### src/rtl/game_pkg.sv
// Shared screen constants, reset cursor position, direction indices and the
// auto-repeat FSM encoding for game_input_ctrl.
package game_pkg;

  localparam int SCREEN_W = 640;
  localparam int SCREEN_H = 480;
  localparam int X_MAX    = SCREEN_W - 1;
  localparam int Y_MAX    = SCREEN_H - 1;
  localparam int X_RESET  = 320;
  localparam int Y_RESET  = 240;

  // Bit positions of the four direction buttons inside the direction vectors.
  localparam int DIR_UP    = 0;
  localparam int DIR_DOWN  = 1;
  localparam int DIR_LEFT  = 2;
  localparam int DIR_RIGHT = 3;

  typedef enum logic [1:0] {
    DIR_IDLE   = 2'd0,
    DIR_DELAY  = 2'd1,
    DIR_REPEAT = 2'd2
  } dir_state_e;

  function automatic logic [31:0] tile_index(input logic [9:0] x,
                                             input logic [8:0] y,
                                             input int cell_log2);
    tile_index = 32'(y >> cell_log2) * 32'(SCREEN_W >> cell_log2)
               + 32'(x >> cell_log2);
  endfunction

endpackage

### src/rtl/button_debounce.sv
// Two-flop synchronizer followed by a counter debouncer; the debounced level
// flips only after DEBOUNCE_CYCLES consecutive disagreeing samples.
module button_debounce #(
  parameter int DEBOUNCE_CYCLES = 250000
) (
  input  logic clk_i,
  input  logic rst_i,
  input  logic btn_i,
  output logic db_o
);

  localparam int CW = $clog2(DEBOUNCE_CYCLES + 1);
  localparam logic [CW-1:0] CNT_LAST = CW'(DEBOUNCE_CYCLES - 1);

  logic          sync1_q, sync2_q;
  logic          db_q, db_d;
  logic [CW-1:0] cnt_q, cnt_d;

  // Any agreeing sample clears the count, so only an unbroken run flips db.
  always_comb begin
    cnt_d = '0;
    db_d  = db_q;
    if (sync2_q != db_q) begin
      if (cnt_q == CNT_LAST) begin
        db_d = sync2_q;
      end else begin
        cnt_d = cnt_q + 1'b1;
      end
    end
  end

  always_ff @(posedge clk_i or posedge rst_i) begin
    if (rst_i) begin
      sync1_q <= 1'b0;
      sync2_q <= 1'b0;
      db_q    <= 1'b0;
      cnt_q   <= '0;
    end else begin
      sync1_q <= btn_i;
      sync2_q <= sync1_q;
      db_q    <= db_d;
      cnt_q   <= cnt_d;
    end
  end

  assign db_o = db_q;

endmodule

### src/rtl/game_input_ctrl.sv
// Debounced button front end driving a saturating tile cursor and a sticky
// press flag. Define GAME_INPUT_AUTOREPEAT_EN to add held-direction repeat.
module game_input_ctrl
  import game_pkg::*;
#(
  parameter int DEBOUNCE_CYCLES = 250000,
  parameter int STEP            = 32,
  parameter int CELL_LOG2       = 5,
  parameter int REPEAT_DELAY    = 12500000,
  parameter int REPEAT_PERIOD   = 5000000
) (
  input  logic        clock,
  input  logic        reset,
  input  logic        btn_press,
  input  logic        btn_up,
  input  logic        btn_down,
  input  logic        btn_left,
  input  logic        btn_right,
  input  logic        pr_reset,
  output logic        pressed,
  output logic [9:0]  x_game,
  output logic [8:0]  y_game,
  output logic [31:0] VGAid
);

  localparam logic [10:0] STEP_W  = 11'(STEP);
  localparam logic [10:0] XMAX_W  = 11'(X_MAX);
  localparam logic [10:0] YMAX_W  = 11'(Y_MAX);
  localparam logic [31:0] VGA_RST = tile_index(10'(X_RESET), 9'(Y_RESET), CELL_LOG2);

  // Bit 0 is the press button; bits 4:1 are the directions (DIR_* + 1).
  logic [4:0] btn_raw, db, db_prev_q, rise;
  logic [3:0] dir_rise, dir_db, dir_step, mv;

  assign btn_raw = {btn_right, btn_left, btn_down, btn_up, btn_press};

  for (genvar g = 0; g < 5; g++) begin : g_db
    button_debounce #(.DEBOUNCE_CYCLES(DEBOUNCE_CYCLES)) u_db (
      .clk_i (clock),
      .rst_i (reset),
      .btn_i (btn_raw[g]),
      .db_o  (db[g])
    );
  end

  assign rise     = db & ~db_prev_q;
  assign dir_rise = rise[4:1];
  assign dir_db   = db[4:1];

`ifdef GAME_INPUT_AUTOREPEAT_EN
  localparam int REP_MAX = (REPEAT_DELAY > REPEAT_PERIOD) ? REPEAT_DELAY : REPEAT_PERIOD;
  localparam int RW      = $clog2(REP_MAX + 1);
  localparam logic [RW-1:0] DELAY_LAST  = RW'(REPEAT_DELAY - 1);
  localparam logic [RW-1:0] PERIOD_LAST = RW'(REPEAT_PERIOD - 1);

  logic [3:0] rep_step;

  for (genvar g = 0; g < 4; g++) begin : g_rep
    dir_state_e    state_q, state_d;
    logic [RW-1:0] cnt_q, cnt_d;

    always_comb begin
      state_d     = state_q;
      cnt_d       = cnt_q;
      rep_step[g] = 1'b0;
      case (state_q)
        DIR_IDLE: begin
          cnt_d = '0;
          if (dir_rise[g]) state_d = DIR_DELAY;
        end
        DIR_DELAY: begin
          if (!dir_db[g]) begin
            state_d = DIR_IDLE;
            cnt_d   = '0;
          end else if (cnt_q == DELAY_LAST) begin
            state_d     = DIR_REPEAT;
            cnt_d       = '0;
            rep_step[g] = 1'b1;
          end else begin
            cnt_d = cnt_q + 1'b1;
          end
        end
        DIR_REPEAT: begin
          if (!dir_db[g]) begin
            state_d = DIR_IDLE;
            cnt_d   = '0;
          end else if (cnt_q == PERIOD_LAST) begin
            cnt_d       = '0;
            rep_step[g] = 1'b1;
          end else begin
            cnt_d = cnt_q + 1'b1;
          end
        end
        default: begin
          state_d = DIR_IDLE;
          cnt_d   = '0;
        end
      endcase
    end

    always_ff @(posedge clock or posedge reset) begin
      if (reset) begin
        state_q <= DIR_IDLE;
        cnt_q   <= '0;
      end else begin
        state_q <= state_d;
        cnt_q   <= cnt_d;
      end
    end
  end

  assign dir_step = dir_rise | rep_step;
`else
  assign dir_step = dir_rise;
`endif

  logic        pressed_q, pressed_d;
  logic [9:0]  x_q, x_d;
  logic [8:0]  y_q, y_d;
  logic [31:0] vga_q, vga_d;
  logic [10:0] x_inc, y_inc;

  // Movement is frozen while an unacknowledged press is pending.
  assign mv    = dir_step & {4{~pressed_q}};
  assign x_inc = {1'b0, x_q} + STEP_W;
  assign y_inc = {2'b00, y_q} + STEP_W;

  always_comb begin
    x_d       = x_q;
    y_d       = y_q;
    pressed_d = pressed_q;
    vga_d     = tile_index(x_q, y_q, CELL_LOG2);

    if (mv[DIR_RIGHT] && !mv[DIR_LEFT]) begin
      x_d = (x_inc > XMAX_W) ? XMAX_W[9:0] : x_inc[9:0];
    end else if (mv[DIR_LEFT] && !mv[DIR_RIGHT]) begin
      x_d = ({1'b0, x_q} < STEP_W) ? 10'd0 : x_q - STEP_W[9:0];
    end

    if (mv[DIR_DOWN] && !mv[DIR_UP]) begin
      y_d = (y_inc > YMAX_W) ? YMAX_W[8:0] : y_inc[8:0];
    end else if (mv[DIR_UP] && !mv[DIR_DOWN]) begin
      y_d = ({2'b00, y_q} < STEP_W) ? 9'd0 : y_q - STEP_W[8:0];
    end

    if (rise[0]) begin
      pressed_d = 1'b1;
    end else if (pr_reset) begin
      pressed_d = 1'b0;
    end
  end

  always_ff @(posedge clock or posedge reset) begin
    if (reset) begin
      db_prev_q <= '0;
      pressed_q <= 1'b0;
      x_q       <= 10'(X_RESET);
      y_q       <= 9'(Y_RESET);
      vga_q     <= VGA_RST;
    end else begin
      db_prev_q <= db;
      pressed_q <= pressed_d;
      x_q       <= x_d;
      y_q       <= y_d;
      vga_q     <= vga_d;
    end
  end

  assign pressed = pressed_q;
  assign x_game  = x_q;
  assign y_game  = y_q;
  assign VGAid   = vga_q;

endmodule

### config.mk
export PLATFORM = sky130hd
export DESIGN_NAME = game_input_ctrl
export DESIGN_NICKNAME = d
export VERILOG_FILES = /design/src/rtl/game_pkg.sv /design/src/rtl/button_debounce.sv /design/src/rtl/game_input_ctrl.sv
export SDC_FILE = /design/constraint.sdc
export NUM_CORES = 1
export LEC_CHECK = 0
export CAP_MARGIN = 30
export CORE_MARGIN = 2
export CORE_UTILIZATION = 62
export DETAILED_ROUTE_END_ITERATION = 8
export PLACE_DENSITY = 0.85
export SYNTH_ARGS = -nofsm -noshare
export SYNTH_HDL_FRONTEND = slang
export SYNTH_SLANG_ARGS = --single-unit
### constraint.sdc
create_clock -name clock -period 7.7 [get_ports clock]
set_input_delay 1.925 -clock clock [delete_from_list [all_inputs] [get_ports clock]]
set_output_delay 1.925 -clock clock [all_outputs]
set_load 0.02 [all_outputs]
* After elaboration in Yosys (flattened, before gate mapping)
Index checks and enable logic that the tools add are counted.
W data, S select, Z words.
** Cells by class
- Shift-type cells :: 0
- Div/mod/pow operators :: 0
- Bitwise operators :: 4
- Order comparisons :: 4
- Add/sub/neg operators :: 10
- Multipliers :: 1
- Muxes and demuxes :: 20
- Equal/unequal tests :: 10
- Reduce and logical (&&, ||, !) cells :: 16
** Operator list (count)
- $mux W18 :: 10
- $add A18 B1 Y18 const B :: 5
- $eq A18 B18 Y1 const B :: 5
- $mux W10 :: 4
- $mux W9 :: 4
- $add A10 B6 Y11 const B :: 1
- $gt A11 B10 Y1 const B :: 1
- $add A9 B5 Y10 :: 1
- $add A9 B6 Y10 const B :: 1
- $gt A10 B9 Y1 const B :: 1
- $lt A10 B6 Y1 const B :: 1
- $reduce_and A2 Y1 :: 5
- $sub A10 B6 Y10 const B :: 1
- $lt A9 B6 Y1 const B :: 1
- $sub A9 B6 Y9 const B :: 1
- $mul A4 B3 Y7 const B :: 1
- $reduce_bool A2 Y1 :: 3
- $and A5 B5 Y5 :: 1
- $ne A1 B1 Y1 :: 5
- $not A5 Y5 :: 1
- $and A4 B4 Y4 :: 1
- $logic_and A1 B1 Y1 :: 4
- $logic_not A1 Y1 :: 4
- $mux W1 :: 2
- $not A1 Y1 :: 1
** Word-level totals
- Output and inout bits :: 52
- Register bits :: 140
- ROM bits :: 0
- Memories kept :: 0
- RAM bits :: 0
- Bits in latches :: 0

* Longest topological paths before layout
Gate-level depths: netlist of the first run.
- Word-level depth :: 7
- Mapped depth :: 9
- Depth with buffers taken out :: 7

* Modules after synthesis
A second synthesis of the first run with hierarchy kept.
** Second synthesis, totals
- Cell total of the unflattened synthesis :: 675
- Area, all modules :: 6989.2 um^2
** By module, submodules not included
- button_debounce :: times used 5, area each 1012.2 um^2, sequential area each 525.5 um^2, cells an instance 95
- game_input_ctrl :: times used 1, area each 1928.1 um^2, sequential area each 713.2 um^2, cells an instance 200

* Worst setup path before layout of the first run
OpenSTA, ideal clock, no wires.
- Kind :: register to output
- From :: register, netlist name x_game[3]
- To :: output x_game[1]
- Arrival :: 0.701 ns
- Path slack :: 5.074 ns
- Path buffers :: 1
- Cell stages (with the launch flop) :: 2
- Data required time :: 5.775 ns
- Path through :: dfrtp_1 buf_4
** RTL lines
- end: declaration :: line game_input_ctrl.sv:21 : output logic [9:0] x_game,

* Worst setup path after layout of the first run
- From :: register x_q[7], in the netlist x_game[7]
- To :: output x_game[7]
** RTL lines
- start: declaration :: line game_input_ctrl.sv:118 : logic [9:0] x_q, x_d;
- start signal: assignment :: line game_input_ctrl.sv:157 : x_q <= 10'(X_RESET);
No word-level cell between the ends.

==> results of run 1 <==
==> flip-flops by register name, indices dropped and copies added, names as in the netlist <==
| signal | count |
|---|---|
| pressed | 1 |
| db_prev_q | 5 |
| g_db.u_db.cnt_q | 90 |
| g_db.u_db.db_o | 5 |
| g_db.u_db.sync2_q | 5 |
| x_game | 6 |
| y_game | 6 |
| g_db.u_db.sync1_q | 5 |
| VGAid | 10 |
==> synthesized netlist by cell type, types with 2 or more instances <==
cell      count  area share (%)
a21o_1        2            0.23
a21oi_1       9            0.68
a31oi_1       5            0.47
and3_1       18             1.7
and4_1        6            0.79
and4_2        2            0.30
and4_4        2            0.34
buf_2         5            0.38
buf_4        34             3.8
buf_6         4            0.68
clkbuf_1      8            0.45
dfrtp_1     123              46
dfstp_2      10             4.0
fa_1          2            0.60
ha_1         19             3.6
inv_1        21             1.2
mux2_2        4            0.68
mux2i_1       2            0.30
nand2_1      45             2.5
nand2b_1      2            0.19
nand3_1      36             2.7
nand4_1      17             1.6
nand4b_1      2            0.26
nor2_1      117             6.6
nor2b_1       7            0.66
nor3_1       15             1.1
nor3b_1       2            0.23
nor4_1        7            0.66
nor4b_1       2            0.26
nor4bb_1      3            0.45
o21ai_0      14             1.1
o21ai_2       2            0.26
o22ai_1       3            0.28
o31ai_1       2            0.23
or2_2         3            0.28
or3_1         2            0.19
xnor2_1      36             4.7
xor2_1       53             7.0
==> per-layer routing <==
metal | track usage, % | share of wire [%] | vias to the layer above
met5 | 0 | 0 | -
met1 | 30.5 | 42 | 2394
met3 | 6.17 | 4.5 | 33
met4 | 10.3 | 2.5 | 0
li1 | - | - | 2236
met2 | 39.6 | 51 | 146
==> layout make-up <==
type / instances / area, um^2 / area share (%)
Inverter: 21 / 81.3 / 1.09
Clock inverter: 13 / 111 / 1.49
Sequential cell: 133 / 3340 / 44.8
Timing Repair Buffer: 38 / 378 / 5.07
Multi-Input combinational cell: 479 / 2950 / 39.5
Tap cell: 136 / 170 / 2.28
Clock buffer: 18 / 428 / 5.74
==> worst min path at each step <==
stage                          from                   end  slack, ns  cells after the start
3_3_place_gp   g_db[0].u_db.sync1_q  g_db[0].u_db.sync2_q       0.33                      0
5_1_grt        g_db[3].u_db.sync1_q  g_db[3].u_db.sync2_q       0.37                      0
3_5_place_dp   g_db[0].u_db.sync1_q  g_db[0].u_db.sync2_q       0.34                      0
6_report       g_db[0].u_db.sync1_q  g_db[0].u_db.sync2_q       0.36                      0
4_1_cts        g_db[3].u_db.sync1_q  g_db[3].u_db.sync2_q       0.36                      0
2_1_floorplan  g_db[0].u_db.sync1_q  g_db[0].u_db.sync2_q       0.33                      0
==> cells by family after synthesis <==
logic type,synth area share [%]
adders and majority gates,4.33
and+or+nand+nor,21.7
AOI/OAI and AO/OA,4.35
muxes,0.979
other,0.0564
xor gates and xnor gates,11.7
DFF,50.3
buffers and inverters,6.53
==> cell usage in the layout (no fill, tap or decap), types with 3 or more instances in the layout <==
master | netlist | final
dfrtp_1 | 123 | 123
nor2_1 | 117 | 117
xor2_1 | 53 | 53
nand2_1 | 45 | 45
clkdlybuf4s50_1 | 0 | 37
nand3_1 | 36 | 36
xnor2_1 | 36 | 36
conb_1 | 1 | 22
inv_1 | 21 | 20
ha_1 | 19 | 19
and3_1 | 18 | 18
nand4_1 | 17 | 17
clkbuf_16 | 0 | 16
nor3_1 | 15 | 15
o21ai_0 | 14 | 14
dfstp_2 | 10 | 10
a21oi_1 | 9 | 9
nor2b_1 | 7 | 7
nor4_1 | 7 | 7
and4_1 | 6 | 6
a31oi_1 | 5 | 5
clkinv_2 | 0 | 5
mux2_2 | 4 | 4
clkinvlp_4 | 0 | 4
nor4bb_1 | 3 | 3
or2_2 | 3 | 3
o22ai_1 | 3 | 3
clkinv_4 | 0 | 3
==> where the power goes <==
group	total, W	switching [W]	internal [W]
sequential	0.000716	0.00000716	0.000709
combinational	0.0000473	0.0000366	0.0000107
clock	0.000731	0.000299	0.000432
==> through the flow <==
stage	utilization (%)	std cells	worst slack (ns)	instance area (um^2)	hold WS, ns
2_1_floorplan	-	684	2.24	6720	0.331
3_3_place_gp	66.7	807	3.86	6920	0.334
3_5_place_dp	66.7	807	3.82	6920	0.342
4_1_cts	71.9	838	3.94	7460	0.364
5_1_grt	71.9	838	3.89	7460	0.373
6_report	71.9	838	3.95	7460	0.358
==> out/results.ini, run 1 <==
[die]
core_area_um2=10400
die_h_um=108
pin_count=60
start_util_pct=64.1
rows=37
dieArea_um2=11600
die_w_um=108

[final_layout]
nFillCells=712
syn2layout_area_growth_pct=12.2
final_nets=719
drive_gt1_share_pct=8.55
diodes=0

[sta]
rsz0062_at_grt=no
fin_skew_ns=0.00875
max_freq_ghz=0.267
fin_crit_sh_pct=48.7
setup_viol=0
drv_slew=0
worst_slew_margin_rel_pct=43.3
setup_tns_ns=0
worst_pin_slew_ns=0.850
min_period_ns=3.75
finalHoldViolations=0

[placed_design]
place_hpwl_mm=8.01
io_buffer_count=37
gp_congestion=0.865

[power]
p_leak_nw=3.32
total_power_w=0.00149
ir_drop_mv=0.165
p_per_area_nw_per_um2=200

[worst_hold_path]
hold_class=flip-flop to flip-flop

[drt]
num_vias=4809
dr.pass1.iters=5
drc_errors=0
vias_per_cell=5.74
ant_nets=0
wl_per_cell_um=15.2
drt_iter0_markers=201
wl_mm=12.7

[global_route]
grt_pass1_wl_mm=22.1
grt_pass1_vias=4867
grt_start_max_net_pins=72
grt_overflow=0
grt_use_total_pct=24.2
antenna_found_initial=0

[worst_setup_path]
cp_cell_sequence=clkdlybuf4s50_1
worstPathMaxFanout=14
arrival_ns=1.82
crit_start=x_game[7]
reg2reg_slack_ns=5.46
r2r-end=VGAid[8]
worst_ep_required_time_ns=5.78
endpoint_kind=output pin
critPathKind=flip-flop to output pin
reg2reg_depth=6
cp_slowest_cell=clkdlybuf4s50_1
r2r_start=y_game[6]
cp.depth=1
cp-endpoint=x_game[7]
crit_path_start_kind=flip-flop
critPathBufInv=1
crit_family=buffers and inverters
worst_path_largest_cell_delay_ns=0.69

[logic_synthesis]
syn_avg_cell_area_um2=10.0
yosysWarnings=0
synthFlopType=dfrtp_1
synth-seq-area-share_pct=50.3
ys_ff_latch=133
synth_area_um2=6650
synth_cell_types=55
async_reset_ff_share_pct=100
syn_inst=663
synth_edf_count=0

[clock_tree]
post_cts_buffers=0
cts_buffers=17
clock_path_buffers=2
cts_tree=yes
cts_max_level=4
clk_latency_ns=0.52
path_clk_slew_ns=0.06
numClockSinks=133
ctsHoldBuffers=0
root_buffer=clkbuf_8
cts_resized=0

[outcome]
status=complete, no violations

[job]
drv_cap=0

No activity file was read; power rests on OpenSTA's default activity.
==> run 2, diff against run 1 <==
--- a/config.mk
+++ b/config.mk
@@ -7,9 +7,9 @@
 export LEC_CHECK = 0
 export CAP_MARGIN = 30
 export CORE_MARGIN = 2
-export CORE_UTILIZATION = 62
+export CORE_UTILIZATION = 58
 export DETAILED_ROUTE_END_ITERATION = 8
-export PLACE_DENSITY = 0.85
+export PLACE_DENSITY = 0.8
 export SYNTH_ARGS = -nofsm -noshare
 export SYNTH_HDL_FRONTEND = slang
 export SYNTH_SLANG_ARGS = --single-unit
==> constraint.sdc (replaced) <==
create_clock -name clock -period 3.7 [get_ports clock]
set_input_delay 0.925 -clock clock [delete_from_list [all_inputs] [get_ports clock]]
set_output_delay 0.925 -clock clock [all_outputs]
set_load 0.02 [all_outputs]
==> out/results.ini, run 2 (synthesis results as in run 1) <==
[sta]
min_period_ns=2.64
fin_skew_ns=0.00513
fin_crit_sh_pct=71.2
drv_slew=0
setup_tns_ns=0
fin_hold_ws_ns=0.348
max_freq_ghz=0.379
worst_pin_slew_ns=0.775
worst_slew_margin_rel_pct=48.2
setup_viol=0
rsz0062_at_grt=no
finalHoldViolations=0

[die]
core_area_um2=11300
rows=39
pin_count=60
dieArea_um2=12300
die_w_um=111
start_util_pct=58.7
die_h_um=111

[clock_tree]
cts_buffers=17
clk_latency_ns=0.42
post_cts_buffers=0
clock_path_buffers=2
numClockSinks=133
ctsHoldBuffers=0
cts_max_level=4
path_clk_slew_ns=0.06
root_buffer=clkbuf_16
cts_tree=yes
cts_resized=0

[global_route]
met1_usage_pct=26.2
grt_use_total_pct=21.3
antenna_found_initial=0
grt_start_max_net_pins=63
top_usage_layer=met2
grt_pass1_vias=4683
grt_pass1_wl_mm=21.2
use_met3_pct=6.62
use_met2_pct=34.8
grt_overflow=0

[final_layout]
regMostFlops=g_db.u_db.cnt_q
drive_gt1_share_pct=8.66
largest_register_ffs=90
layout_common_cells=dfrtp_1, nor2_1, xor2_1
final_nets=720
mostFrequentLayoutCell=dfrtp_1
syn2layout_area_growth_pct=13.9
final_cell_area_um2=7570
diodes=0

[worst_setup_path]
crit_start=y_game[7]
reg2reg_depth=6
cp.depth=1
cp_slowest_cell=dfstp_2
worst_ep_required_time_ns=2.77
cp_cell_sequence=clkdlybuf4s50_1
endpoint_kind=output pin
critPathKind=flip-flop to output pin
arrival_ns=1.71
critPathBufInv=1
crit_family=flip-flops
r2r_start=y_game[8]
worstPathMaxFanout=10
crit_path_start_kind=flip-flop
worst_path_largest_cell_delay_ns=0.65

[power]
p_leak_nw=3.37
p_per_area_nw_per_um2=434
total_power_w=0.00329
ir_drop_mv=0.364

[drt]
wl_per_cell_um=14.5
num_vias=4641
ant_nets=0
wl_mm=12.3
drt_iter0_markers=303
vias_per_cell=5.48
dr.pass1.iters=4
drc_errors=0

[worst_hold_path]
worstHoldStart=g_db[1].u_db.sync1_q
hold_class=flip-flop to flip-flop
hold_path_depth=0

[placed_design]
gp_congestion=0.875
place_hpwl_mm=8.19
dpl_cell_area_um2=6960
io_buffer_count=37

[outcome]
status=complete, no violations

[job]
drv_cap=0

run 2: cell count changes in the layout (fill, tap and decap cells not counted), sizes merged:
cell / previous run / this run
clkbuf: 18 / 24
buf: 1 / 2
clkinv: 8 / 4
bufinv: 1 / 2
clkinvlp: 4 / 3
inv: 21 / 20
run 2: metrics by stage:
stage | utilization, % | worst slack [ns] | std cells
3_3_place_gp | 61.5 | 1.45 | 815
4_1_cts | 66.9 | 1.06 | 847
3_5_place_dp | 61.5 | 1.44 | 815
2_1_floorplan | - | 1.13 | 684
6_report | 66.9 | 1.06 | 847
5_1_grt | 66.9 | 1.01 | 847
run 2: worst paths after layout:
kind / slack (ns) / to
max: 1.06 / y_game[7]
min: 0.35 / g_db[1].u_db.sync2_q
max reg2reg: 1.51 / VGAid[8]
min reg2reg: 0.35 / g_db[1].u_db.sync2_q
max in group asynchronous: 1.92 / y_game[6]
min in group asynchronous: 0.99 / g_db[0].u_db.cnt_q[2]
run 2: routing by layer:
layer / share of wire [%] / vias to the layer above
met4: 2.0 / 0
met5: 0 / -
met2: 50 / 102
met3: 4.6 / 23
met1: 43 / 2274
li1: - / 2242
run 2: where the power goes:
| part | internal [W] | switching (W) | total, W |
|---|---|---|---|
| Sequential | 0.00148 | 0.0000143 | 0.00149 |
| Combinational | 0.0000259 | 0.0000757 | 0.000102 |
| Clock | 0.00109 | 0.000602 | 0.00170 |
run 2: area by class of cell:
cell class,instances,area [um^2]
Clock buffer,24,512
Sequential cell,133,3340
Timing Repair Buffer,39,410
Multi-Input combinational cell,479,2950
Fill cell,816,3750
Tap cell,143,179
Inverter,21,82.6
Clock inverter,8,95.1
